[config.mk]
export PLATFORM = sky130hd
export DESIGN_NAME = ifetch_buffer_flat
export DESIGN_NICKNAME = d
export VERILOG_FILES = /design/src/rtl/ifetch_buffer_if.sv /design/src/rtl/ifetch_buffer.sv /design/src/flat_wrapper.sv
export SDC_FILE = /design/constraint.sdc
export NUM_CORES = 1
export LEC_CHECK = 0
export CORE_MARGIN = 1
export CORE_UTILIZATION = 35
export CTS_BUF_LIST = sky130_fd_sc_hd__clkbuf_8
export CTS_CLUSTER_DIAMETER = 30
export DETAILED_ROUTE_END_ITERATION = 7
export SLEW_MARGIN = 20
export SYNTH_ARGS = -nofsm -noshare
export SYNTH_HDL_FRONTEND = slang
export SYNTH_SLANG_ARGS = --single-unit
[constraint.sdc]
create_clock -name clk -period 5.1 [get_ports clk]
set_clock_uncertainty 0.15 [all_clocks]
set_input_delay 1.02 -clock clk [delete_from_list [all_inputs] [get_ports clk]]
set_output_delay 1.02 -clock clk [all_outputs]
set_load 0.005 [all_outputs]
[src/rtl/ifetch_buffer_if.sv]
// ifetch_buffer_if -- instruction-memory bus between the fetch buffer and
// the instruction memory.
//
// Signals:
//   imem_req    fetch side -> memory : request valid this cycle
//   imem_addr   fetch side -> memory : word-aligned fetch address
//   imem_ack    memory -> fetch side : request accepted this cycle
//   imem_rvalid memory -> fetch side : in-order response word valid
//   imem_rdata  memory -> fetch side : response instruction word
//
// Handshake: a request transfers on every rising edge where imem_req and
// imem_ack are both 1 (imem_ack plays the role of ready). imem_req may
// drop without a transfer. Responses have no back-pressure: a cycle with
// imem_rvalid=1 delivers exactly one word, in the order the requests were
// accepted.
//
// Modports: master = fetch buffer, slave = instruction memory.
interface ifetch_buffer_if;
  logic        imem_req;
  logic [31:0] imem_addr;
  logic        imem_ack;
  logic        imem_rvalid;
  logic [31:0] imem_rdata;

  modport master (
    output imem_req,
    output imem_addr,
    input  imem_ack,
    input  imem_rvalid,
    input  imem_rdata
  );

  modport slave (
    input  imem_req,
    input  imem_addr,
    output imem_ack,
    output imem_rvalid,
    output imem_rdata
  );
endinterface

[src/rtl/ifetch_buffer.sv]
// ifetch_buffer -- prefetching instruction queue between instruction memory
// and the decode stage. Keeps up to DEPTH instructions either queued or in
// flight, flushes on redirect and drops responses to requests issued before
// the redirect.
//
// Parameters:
//   DEPTH     queue entries, power of two, 2..16
//   RESET_PC  first fetch address after reset
// Ports:
//   clk          rising-edge clock
//   reset        asynchronous active-low reset
//   StallF       decode not accepting; head entry held
//   redirect     branch / PC-write redirect
//   redirect_pc  new fetch address, valid with redirect
//   imem         instruction-memory bus (ifetch_buffer_if.master)
//   InstrF       head instruction (0 when nothing valid)
//   PCF          address of head instruction (fetch pointer when empty)
//   InstrValidF  head entry valid
//
// Build option: define IFETCH_BYPASS_EN to forward a response straight to
// decode when the queue is empty and no discard is pending.
module ifetch_buffer #(
  parameter int          DEPTH    = 4,
  parameter logic [31:0] RESET_PC = 32'h0000_0000
) (
  input  logic                   clk,
  input  logic                   reset,
  input  logic                   StallF,
  input  logic                   redirect,
  input  logic [31:0]            redirect_pc,
  ifetch_buffer_if.master        imem,
  output logic [31:0]            InstrF,
  output logic [31:0]            PCF,
  output logic                   InstrValidF
);

  localparam int AW = (DEPTH > 1) ? $clog2(DEPTH) : 1;
  localparam int CW = $clog2(DEPTH + 1);

  logic [31:0]   fpc;
  logic [CW-1:0] occ;
  logic [CW-1:0] outst;
  logic [CW-1:0] disc;
  logic [AW-1:0] head;
  logic [AW-1:0] tail;
  logic [31:0]   q_instr [DEPTH];
  logic [31:0]   q_pc    [DEPTH];

  logic [CW:0]   inflight;
  logic          accept;
  logic          dropping;
  logic          rsp_live;
  logic [CW-1:0] live_cnt;
  logic [31:0]   rsp_pc;
  logic          q_empty;
  logic          bypass;
  logic          push;
  logic          pop;

  // Queued plus in-flight words never exceed DEPTH, so a push can never
  // land on a full queue.
  assign inflight      = {1'b0, occ} + {1'b0, outst};
  assign imem.imem_req  = reset & (inflight < (CW+1)'(DEPTH));
  assign imem.imem_addr = fpc;

  assign accept   = imem.imem_req & imem.imem_ack;
  assign dropping = (disc != '0);
  assign rsp_live = imem.imem_rvalid & ~dropping;
  assign q_empty  = (occ == '0);

  // The non-discarded in-flight requests are the most recent ones and are
  // contiguous up to fpc-4, so the oldest live response belongs to
  // fpc - 4*(outstanding - discard).
  assign live_cnt = outst - disc;
  assign rsp_pc   = fpc - (32'(live_cnt) << 2);

`ifdef IFETCH_BYPASS_EN
  assign bypass = reset & q_empty & rsp_live;
`else
  assign bypass = 1'b0;
`endif

  assign pop  = ~q_empty & ~StallF;
  // A bypassed word that decode takes this cycle is not queued.
  assign push = rsp_live & ~(bypass & ~StallF);

  always_comb begin
    InstrValidF = 1'b0;
    InstrF      = 32'h0000_0000;
    PCF         = fpc;
    if (!q_empty) begin
      InstrValidF = 1'b1;
      InstrF      = q_instr[head];
      PCF         = q_pc[head];
    end else if (bypass) begin
      InstrValidF = 1'b1;
      InstrF      = imem.imem_rdata;
      PCF         = rsp_pc;
    end
  end

  always_ff @(posedge clk or negedge reset) begin
    if (!reset) begin
      fpc   <= RESET_PC;
      occ   <= '0;
      outst <= '0;
      disc  <= '0;
      head  <= '0;
      tail  <= '0;
    end else begin
      outst <= outst + CW'(accept) - CW'(imem.imem_rvalid);
      if (redirect) begin
        // Everything still in flight after this edge, including a request
        // accepted right now, belongs to the old path.
        fpc  <= {redirect_pc[31:2], 2'b00};
        occ  <= '0;
        head <= '0;
        tail <= '0;
        disc <= outst + CW'(accept) - CW'(imem.imem_rvalid);
      end else begin
        if (accept) fpc <= fpc + 32'd4;
        if (dropping && imem.imem_rvalid) disc <= disc - CW'(1);
        if (push) tail <= tail + AW'(1);
        if (pop)  head <= head + AW'(1);
        occ <= occ + CW'(push) - CW'(pop);
      end
    end
  end

  // Queue storage needs no reset; occupancy alone marks entries valid.
  always_ff @(posedge clk) begin
    if (push && !redirect) begin
      q_instr[tail] <= imem.imem_rdata;
      q_pc[tail]    <= rsp_pc;
    end
  end

endmodule

[src/flat_wrapper.sv]
// flat-port wrapper written by rule: the top's interface ports become plain ports
module ifetch_buffer_flat 
#(
  parameter int          DEPTH    = 4,
  parameter logic [31:0] RESET_PC = 32'h0000_0000
)
  (clk, reset, StallF, redirect, redirect_pc, InstrF, PCF, InstrValidF, imem_imem_req, imem_imem_addr, imem_imem_ack, imem_imem_rvalid, imem_imem_rdata);
  ifetch_buffer_if imem_i ();
  input  logic clk;
  input  logic reset;
  input  logic StallF;
  input  logic redirect;
  input  logic [31:0] redirect_pc;
  output logic [31:0] InstrF;
  output logic [31:0] PCF;
  output logic InstrValidF;
  output wire logic [$bits(imem_i.imem_req)-1:0] imem_imem_req;
  output wire logic [$bits(imem_i.imem_addr)-1:0] imem_imem_addr;
  input wire logic [$bits(imem_i.imem_ack)-1:0] imem_imem_ack;
  input wire logic [$bits(imem_i.imem_rvalid)-1:0] imem_imem_rvalid;
  input wire logic [$bits(imem_i.imem_rdata)-1:0] imem_imem_rdata;
  assign imem_imem_req = imem_i.imem_req;
  assign imem_imem_addr = imem_i.imem_addr;
  assign imem_i.imem_ack = imem_imem_ack;
  assign imem_i.imem_rvalid = imem_imem_rvalid;
  assign imem_i.imem_rdata = imem_imem_rdata;
  ifetch_buffer #(.DEPTH(DEPTH), .RESET_PC(RESET_PC)) u_core (.clk(clk), .reset(reset), .StallF(StallF), .redirect(redirect), .redirect_pc(redirect_pc), .imem(imem_i), .InstrF(InstrF), .PCF(PCF), .InstrValidF(InstrValidF));
endmodule
==> run metrics <==
Reg-to-Reg Start u_core.outst[0]; IO Port Bufs 161; sum of negative setup slack 0 ps; crit-path max FO 25; Peak Freq roughly 240 MHz; sequential area share after synthesis between 60% and 70%; Synth top area share 58.5%; period utilisation layout ~80%; Setup WS post-layout approximately 950 ps; Leak roughly 5.6 nW; first-pass GRT wire length approximately 43,000 um; ANT nets after route 0; DR iter-0 viols ~460; # clock sinks roughly 290; Starting Density a little over a third; area grow syn2layout 28.0%; most frequent cell after synthesis edfxtp_1; synthesized area about 0.013 mm^2; cells after synthesis roughly 800; Synth cell types 49; crit path DAT between 2000 and 3000 ps; failing checks DRC; Post-CTS Setup Bufs 0; worst-case reg-to-reg path depth 11; status finished, violations left; power per cell area a little over 500 mW/mm^2; DR pass1 iterations 6; CP Class reg2out; Synth area leader edfxtp_1; CTS resizes 0; Post-synth top cells 248 x edfxtp_1, 62 x mux4_2, 51 x nand2_1; pin count of the biggest net entering global routing 73; unrepaired setup endpoints after global routing no; CTS tree built; wire length per cell 19.8 um; CTS buffer count about 60; Fill cells around 3,200; Primary FF master, synth edfxtp_1; fin cells 1,480; synth warn 0; Die Height a little under 200 um; GR Overflow Total 0; Max Slew Vio Count 0; Setup crit end kind output pin; Final GP Congestion roughly 0.75; site row count just under 70; Core Area around 0.036 mm^2; Async SR Flop Fraction approximately 15%; reg-to-reg endpoint u_core.q_pc[3][17]; Required @ worst endpoint slightly below 4000 ps; Via density between 4 and 5; Root Driver clkbuf_8; VDD IR-drop max between 0.4 and 0.5 mV; placed cells between 1,000 and 1,500; endpoints failing hold 0; Min Hold Slack between 400 and 500 ps; actual slew at the worst max-slew pin between 900 and 1000 ps; ant diodes 0; Yosys reg bits ~290; Post-CTS Hold Fix Bufs 0; Max-slew headroom 34.3%; max-cap viol count 0; layout cells sized above 1 about 23%; worst-case clock buffer depth 3; Final Cell Area 0.0163 mm^2; vias in the first global route approximately 7,600; die width around 190 um; Placement Setup Slack around 1300 ps; flop2flop setup slack roughly 1500 ps; Reg clk slew, reported paths approximately 60 ps; initial antenna violation count 0; Vias 7,213; Final HPWL DP approximately 18,000 um; DP Area between 0.01 and 0.015 mm^2; Mapped Avg Cell Area approximately 16 um^2; Nets about 1,100; top post-synthesis cells by area edfxtp_1 58%, mux4_2 11%, dfrtp_1 8.4%; gr usage total around 16%; worst min-delay path category in2async; H-tree depth 2; # IOs around 170; Clock Latency Late Sink 610 ps; DRC Markers 18; Setup-failing EPs final 0; number of flops mapped to enable cells by yosys about 250; die footprint 0.0372 mm^2; fin crit period roughly 4200 ps; CP Launch Type flip-flop; routed wire length approximately 29,000 um
==> worst max-delay path, stage by stage (launching register included) <==
cell and delay [ps]:
dfrtp_4 760, buf_12 310, mux4_2 550, mux2_2 280, clkdlybuf4s50_1 450
==> metrics by stage <==
stage / util [%] / power [mW]
6_report: 45.7 / 8.28
5_1_grt: 45.7 / 8.72
4_1_cts: 45.7 / 8.43
3_5_place_dp: 41.8 / 5.63
3_3_place_gp: 41.8 / 5.60
2_1_floorplan: - / 4.45
==> layer usage <==
metal | up-vias | global-route usage (%) | wire (um)
met1 | 3614 | 21.6 | 13000
met5 | - | 0 | 0
li1 | 3336 | - | -
met4 | 0 | 5.97 | 645
met3 | 51 | 3.31 | 1670
met2 | 212 | 25.0 | 14000
==> state kept, by name, indices dropped and copies added, names as in the netlist <==
register	cells
u_core.disc	3
u_core.occ	3
u_core.q_pc	120
u_core.tail	2
u_core.outst	3
u_core.q_instr	128
u_core.head	2
u_core.imem.imem_addr	30
==> placed cells by master (no fill, tap or decap), types with 4 or more instances in the layout <==
| master | synthesis | layout |
|---|---|---|
| edfxtp_1 | 248 | 248 |
| clkdlybuf4s50_1 | 0 | 159 |
| clkbuf_8 | 0 | 64 |
| mux4_2 | 62 | 62 |
| nand2_1 | 51 | 51 |
| xnor2_1 | 48 | 48 |
| dfrtp_1 | 43 | 41 |
| inv_1 | 29 | 38 |
| nor2b_1 | 34 | 34 |
| mux2_2 | 32 | 32 |
| o21ai_0 | 31 | 31 |
| nor2_1 | 26 | 26 |
| nor3_1 | 20 | 19 |
| xor2_1 | 17 | 17 |
| ha_1 | 17 | 17 |
| nand3_1 | 14 | 14 |
| clkinv_2 | 0 | 12 |
| buf_4 | 4 | 10 |
| bufinv_16 | 0 | 9 |
| nor4_1 | 7 | 7 |
| clkinv_4 | 0 | 7 |
| clkinvlp_4 | 0 | 6 |
| buf_12 | 0 | 5 |
| and2_4 | 0 | 4 |
| and4_1 | 4 | 4 |
| fa_1 | 4 | 4 |
| conb_1 | 1 | 4 |
| inv_6 | 0 | 4 |
==> cell families (layout without fill, tap and decap cells) <==
logic type,count (synthesis),after routing,synth area share (%)
fa+ha+maj,21,21,2.30
mux,96,96,13.9
flops,291,291,66.9
buf+inv,80,319,2.66
other cells,1,4,0.0294
compound gates,38,38,1.61
simple gates,185,185,8.07
xor+xnor,65,65,4.47
==> worst max path at each step <==
| stage | startpoint | to | cells after the start |
|---|---|---|---|
| after global routing | u_core.head[0] | PCF[8] | 4 |
| after floorplan | redirect | u_core.q_instr[0][0] | 4 |
| after global placement | imem_imem_ack | u_core.imem.imem_addr[31] | 6 |
| after detailed placement | imem_imem_ack | u_core.imem.imem_addr[31] | 6 |
| final | u_core.head[0] | PCF[22] | 4 |
| after CTS | u_core.head[0] | PCF[18] | 4 |
==> power breakdown <==
part	internal, mW	switching [mW]
sequential	2.86	0.192
combinational	1.39	1.09
clock	1.66	1.09
total	5.90	2.38
==> area by class of cell <==
type,count,area [um^2],area share (%)
multi-input combinational,409,3900,23.9
timing repair buffer,176,1780,10.9
tap,461,577,3.54
sequential,291,8530,52.3
clock inverter,50,524,3.22
inverter,29,109,0.668
clock buffer,64,881,5.40
Note: power is estimated with default switching activity, not from simulation.
